## src/rtl/fifo_bram_fwft.sv

```systemverilog
// BRAM-backed synchronous FIFO, first-word-fall-through head on o_rdata.
// Latency: write at edge k appears at head after edge k+2; pops sustain one word per cycle.
// Backpressure: writes dropped while full (o_overflow), reads ignored while empty (o_underflow).
module fifo_bram_fwft #(
    parameter int DEPTH        = 128,
    parameter int WIDTH        = 8,
    parameter int ALMOST_FULL  = DEPTH - 4,
    parameter int ALMOST_EMPTY = 4
) (
    input  logic                   i_clock,
    input  logic                   i_reset,
    input  logic                   i_write,
    input  logic [WIDTH-1:0]       i_wdata,
    input  logic                   i_read,
    output logic [WIDTH-1:0]       o_rdata,
    output logic                   o_empty,
    output logic                   o_full,
    output logic                   o_almost_full,
    output logic                   o_almost_empty,
    output logic [$clog2(DEPTH):0] o_count,
    output logic                   o_overflow,
    output logic                   o_underflow
);
    localparam int AW = $clog2(DEPTH);
    localparam int CW = AW + 1;
    localparam logic [CW-1:0] DEPTH_C = CW'(DEPTH);
    localparam logic [CW-1:0] AF_C    = CW'(ALMOST_FULL);
    localparam logic [CW-1:0] AE_C    = CW'(ALMOST_EMPTY);

    logic [WIDTH-1:0] mem [DEPTH];

    logic [CW-1:0]    wptr_q, bptr_q, count_q;
    logic [WIDTH-1:0] rd_dat_q, head_q, nxt_q;
    logic             rd_vld_q, head_vld_q, nxt_vld_q;
    logic             full_q, afull_q, aempty_q, ovf_q, unf_q;

    logic [CW-1:0]    count_d;
    logic [WIDTH-1:0] head_d, nxt_d;
    logic             head_vld_d, nxt_vld_d;
    logic             wr_acc, rd_acc, bram_rd;
    logic [1:0]       occ;

    assign wr_acc  = i_write && !full_q;
    assign rd_acc  = i_read && head_vld_q;
    assign count_d = count_q + CW'(wr_acc) - CW'(rd_acc);

    // Words in the output stage plus the one in flight from BRAM never exceed two.
    assign occ     = {1'b0, head_vld_q} + {1'b0, nxt_vld_q} + {1'b0, rd_vld_q};
    assign bram_rd = (bptr_q != wptr_q) && ((occ < 2'd2) || (occ == 2'd2 && rd_acc));

    always_comb begin
        head_d     = head_q;
        head_vld_d = head_vld_q;
        nxt_d      = nxt_q;
        nxt_vld_d  = nxt_vld_q;
        if (rd_acc) begin
            head_d     = nxt_q;
            head_vld_d = nxt_vld_q;
            nxt_vld_d  = 1'b0;
        end
        if (rd_vld_q) begin
            if (!head_vld_d) begin
                head_d     = rd_dat_q;
                head_vld_d = 1'b1;
            end else begin
                nxt_d     = rd_dat_q;
                nxt_vld_d = 1'b1;
            end
        end
    end

    always_ff @(posedge i_clock) begin
        if (wr_acc) begin
            mem[wptr_q[AW-1:0]] <= i_wdata;
        end
        if (bram_rd) begin
            rd_dat_q <= mem[bptr_q[AW-1:0]];
        end
    end

    always_ff @(posedge i_clock) begin
        if (i_reset) begin
            wptr_q     <= '0;
            bptr_q     <= '0;
            count_q    <= '0;
            rd_vld_q   <= 1'b0;
            head_q     <= '0;
            head_vld_q <= 1'b0;
            nxt_q      <= '0;
            nxt_vld_q  <= 1'b0;
            full_q     <= 1'b0;
            afull_q    <= 1'b0;
            aempty_q   <= 1'b1;
            ovf_q      <= 1'b0;
            unf_q      <= 1'b0;
        end else begin
            if (wr_acc) begin
                wptr_q <= wptr_q + 1'b1;
            end
            if (bram_rd) begin
                bptr_q <= bptr_q + 1'b1;
            end
            count_q    <= count_d;
            rd_vld_q   <= bram_rd;
            head_q     <= head_d;
            head_vld_q <= head_vld_d;
            nxt_q      <= nxt_d;
            nxt_vld_q  <= nxt_vld_d;
            full_q     <= (count_d == DEPTH_C);
            afull_q    <= (count_d >= AF_C);
            aempty_q   <= (count_d <= AE_C);
            if (i_write && full_q) begin
                ovf_q <= 1'b1;
            end
            if (i_read && !head_vld_q) begin
                unf_q <= 1'b1;
            end
        end
    end

    assign o_rdata        = head_q;
    assign o_empty        = !head_vld_q;
    assign o_full         = full_q;
    assign o_almost_full  = afull_q;
    assign o_almost_empty = aempty_q;
    assign o_count        = count_q;
    assign o_overflow     = ovf_q;
    assign o_underflow    = unf_q;
endmodule

```

## config.mk

```make
export PLATFORM = sky130hd
export DESIGN_NAME = fifo_bram_fwft
export DESIGN_NICKNAME = d
export VERILOG_FILES = /design/src/rtl/fifo_bram_fwft.sv
export SDC_FILE = /design/constraint.sdc
export NUM_CORES = 1
export LEC_CHECK = 0
export BUFFER_PORTS_ARGS = -buffer_cell sky130_fd_sc_hd__buf_4
export CORE_MARGIN = 5
export CORE_UTILIZATION = 40
export CTS_BUF_LIST = sky130_fd_sc_hd__clkbuf_8 sky130_fd_sc_hd__clkbuf_16
export DETAILED_ROUTE_END_ITERATION = 10
export RECOVER_POWER = 50
export SLEW_MARGIN = 10
export SYNTH_ARGS = -nofsm -noshare
export SYNTH_HDL_FRONTEND = slang
export SYNTH_SLANG_ARGS = --single-unit
```

## constraint.sdc

```tcl
create_clock -name i_clock -period 4 [get_ports i_clock]
set_input_delay 0.6 -clock i_clock [delete_from_list [all_inputs] [get_ports i_clock]]
set_output_delay 0.6 -clock i_clock [all_outputs]
set_load 0.005 [all_outputs]
```

==> out/metrics.cfg <==
[status]
status=complete, but fails checks
violations=max-capacitance violations, max-slew violations

[critical_path]
r2r-end=o_full
required_ns=4.18
critPathKind=input pin to register
r2r_slack_ns=0.58
cp_slowest_stage_delay_ns=1.71
crit_cells=2
crit_slowest_cell=clkbuf_1
worstPathMaxFanout=44
crit_buf_inv=2
worstPathCellList=clkbuf_1 > clkbuf_1
crit_arrival_ns=3.83
rr_worst_depth=10
start_kind=input pin
reg2reg_from=head_vld_q
end_kind=register
cpMostUsedCell=clkbuf_1
critPathTopFamily=buffers and inverters

[worst_hold_path]
whs_path_depth=3
hp-class=input pin to register
min_from=i_write
hold_end=o_overflow

[pwr]
power_leakage_uw=0.0148
powerDensity_mw_per_mm2=594
ir_worst_vdd_v=0.000368
total_power_uw=28400

[cts]
h-tree-depth=3
cts_sinks=1080
cts_resized=0
hold_buffers=0
post_cts_buffers=0
cts_made_buffers=108
clk_pin_slew_ns=0.06
insertion_delay_ns=0.68
root_buffer=clkbuf_16
tritoncts=built
cts_buffer_depth=3

[detailed_routing]
final_antenna_net_count=0
num_vias=21800
wl_met3_mm=8.11
wl_per_cell_um=27.7
routed_wl_mm=105
drtIter0Drc=2315
maxUsedRoutingLayer=met5
dr_wl_met2_mm=48.7
m1WireLength_mm=44.7
firstDrtPassIters=5
drc=0
via_per_inst=5.75

[sta]
maxSlewViolCount=575
worstMarginPinSlew_ns=3.64
rsz0062_at_grt=no
max_slew_margin=-1.43
setup_viol=0
finClkSkew_ns=0.0310
setup_tns_ns=0
finalHoldViolCount=0
post-route-period-util=0.913
finalCriticalPeriod_ns=3.65
clock.fmax_ghz=0.274

[global_route]
grt_pass1_vias=21900
antenna_found_initial=3
grt.overflow.total=0
grt_pass1_wl_mm=153
grt_usage=0.184
grt_max_degree=93

[logic_synthesis]
yosysSeqAreaShare=0.751
synth_flop_cell=edfxtp_1
ys_warn_count=0
synth.area.mux_share=0.137
synthesis.area_mm2=0.0426
synth_edf_count=1032
synth_cells=2216
synth_compound_area_frac=0.0442
yosys.area_share.simple=0.0391
synth_seq_cells=1080
yosysUniqueCellTypes=68
synthXorXnorAreaFrac=0.00494
async_flop_share=0
syn_nets=2239
synthAdderAreaFrac=0.00359
syn_avg_cell_area_um2=19.2
synth_top_family_by_area=multiplexers

[layout]
finish.utilization=0.453
fin_nets=2328
drive_above_1_share=0.205
layout_common_cells=1032 x edfxtp_1, 193 x mux4_2, 171 x nor2_1, 117 x mux2i_1, 109 x clkbuf_16
diodes=0
area_growth_pct=12.4
fillers=8829
final_cells=3786
stdcell_area_mm2=0.0478
layout_commonest_cell=edfxtp_1

[floorplanning]
dieArea_mm2=0.113
die_w_um=336
coreArea_mm2=0.106
io_pins=34
die_h_um=336
fp-row-count=119
start_util=0.403

[place]
io_buffers=33
dp.cells=3586
placed_area_mm2=0.0445
place.gp.congestion=0.834
hpwlAfterDp_mm=65.5

[run]
max_cap_violations=9

-- cells in the mapped netlist (5+ instances only) --
library cell  number  area share
a22oi_1           30      0.0053
inv_1             19      0.0017
dfxtp_1           48       0.023
nor2b_1           15      0.0022
o221ai_1          15      0.0031
o22ai_1           30      0.0044
nand3b_1           9      0.0016
nand2b_1           7      0.0010
nor2_1           172       0.015
buf_2             31      0.0036
or3_1              5     0.00073
xor2_1            14      0.0029
a2111oi_0          5      0.0010
o211ai_1           8      0.0014
or2_2             10      0.0015
ha_1               9      0.0026
xnor2_1           10      0.0021
nand2_1           63      0.0056
mux4_2           193        0.10
clkbuf_1          50      0.0044
o2111a_1           7      0.0019
a22o_1            18      0.0037
mux2i_1          117       0.028
nand4_1            7      0.0010
nor3_1            12      0.0014
edfxtp_1        1032        0.73
a221oi_1          12      0.0025
mux2_2            29      0.0077
o21ai_0           14      0.0016
a21oi_1           34      0.0040
a311oi_1          10      0.0021
nand3_1           38      0.0045
nor4_1             5     0.00073
a211oi_1          29      0.0051
buf_6             16      0.0042
buf_4             21      0.0037
a211o_1            6      0.0012
-- report_power, final --
part | leakage (uW) | internal [uW] | switching, uW | total [uW]
Combinational | 0.00328 | 2500 | 3090 | 5590
Clock | 0.00179 | 5680 | 4210 | 9900
Sequential | 0.00968 | 12600 | 348 | 13000
-- worst max-delay path by stage --
stage,start,endpoint,slack [ns]
detailed placement,i_write,o_full,0.51
global placement,i_write,o_full,0.71
floorplan,i_write,o_full,1.05
global route,i_wdata[2],mem[77][2],0.24
finish,i_wdata[3],mem[76][3],0.35
CTS,head_vld_q,o_full,0.66
-- routing by layer --
metal / GRT usage / vias to the layer above
li1: - / 9264
met1: 0.265 / 11500
met2: 0.287 / 870
met3: 0.0353 / 173
met4: 0.0597 / 2
met5: 0 / -
-- stage by stage --
stage          hold slack (ns)  setup slack, ns
5_1_grt                  0.243            0.239
3_3_place_gp             0.447            0.705
2_1_floorplan            0.436             1.05
6_report                 0.196            0.349
3_5_place_dp             0.456            0.509
4_1_cts                  0.167            0.664
-- logic make-up (layout without fill, tap and decap cells) --
logic type,count (synthesis),count (layout)
flops,1080,1080
buf+inv,148,327
mux,339,339
fa+ha+maj,11,11
simple gates,363,363
xor+xnor,24,24
compound gates,251,251
-- area by class of cell --
class | instances | area [um2] | area share
clock buffer | 111 | 2760 | 0.0576
clock inverter | 89 | 708 | 0.0148
timing repair buffer | 106 | 828 | 0.0173
tap | 1391 | 1740 | 0.0364
inverter | 21 | 78.8 | 0.00165
multi-input combinational | 988 | 9770 | 0.204
sequential | 1080 | 32000 | 0.668
-- registers in the layout, indices dropped and copies added, names as in the netlist --
register        cells
o_count             8
o_rdata             8
nxt_vld_q           1
rd_vld_q            1
o_almost_full       1
o_underflow         1
mem              1024
o_almost_empty      1
rd_dat_q            8
o_full              1
o_overflow          1
head_vld_q          1
bptr_q              8
nxt_q               8
wptr_q              8
Note: power is estimated with default switching activity, not from simulation.
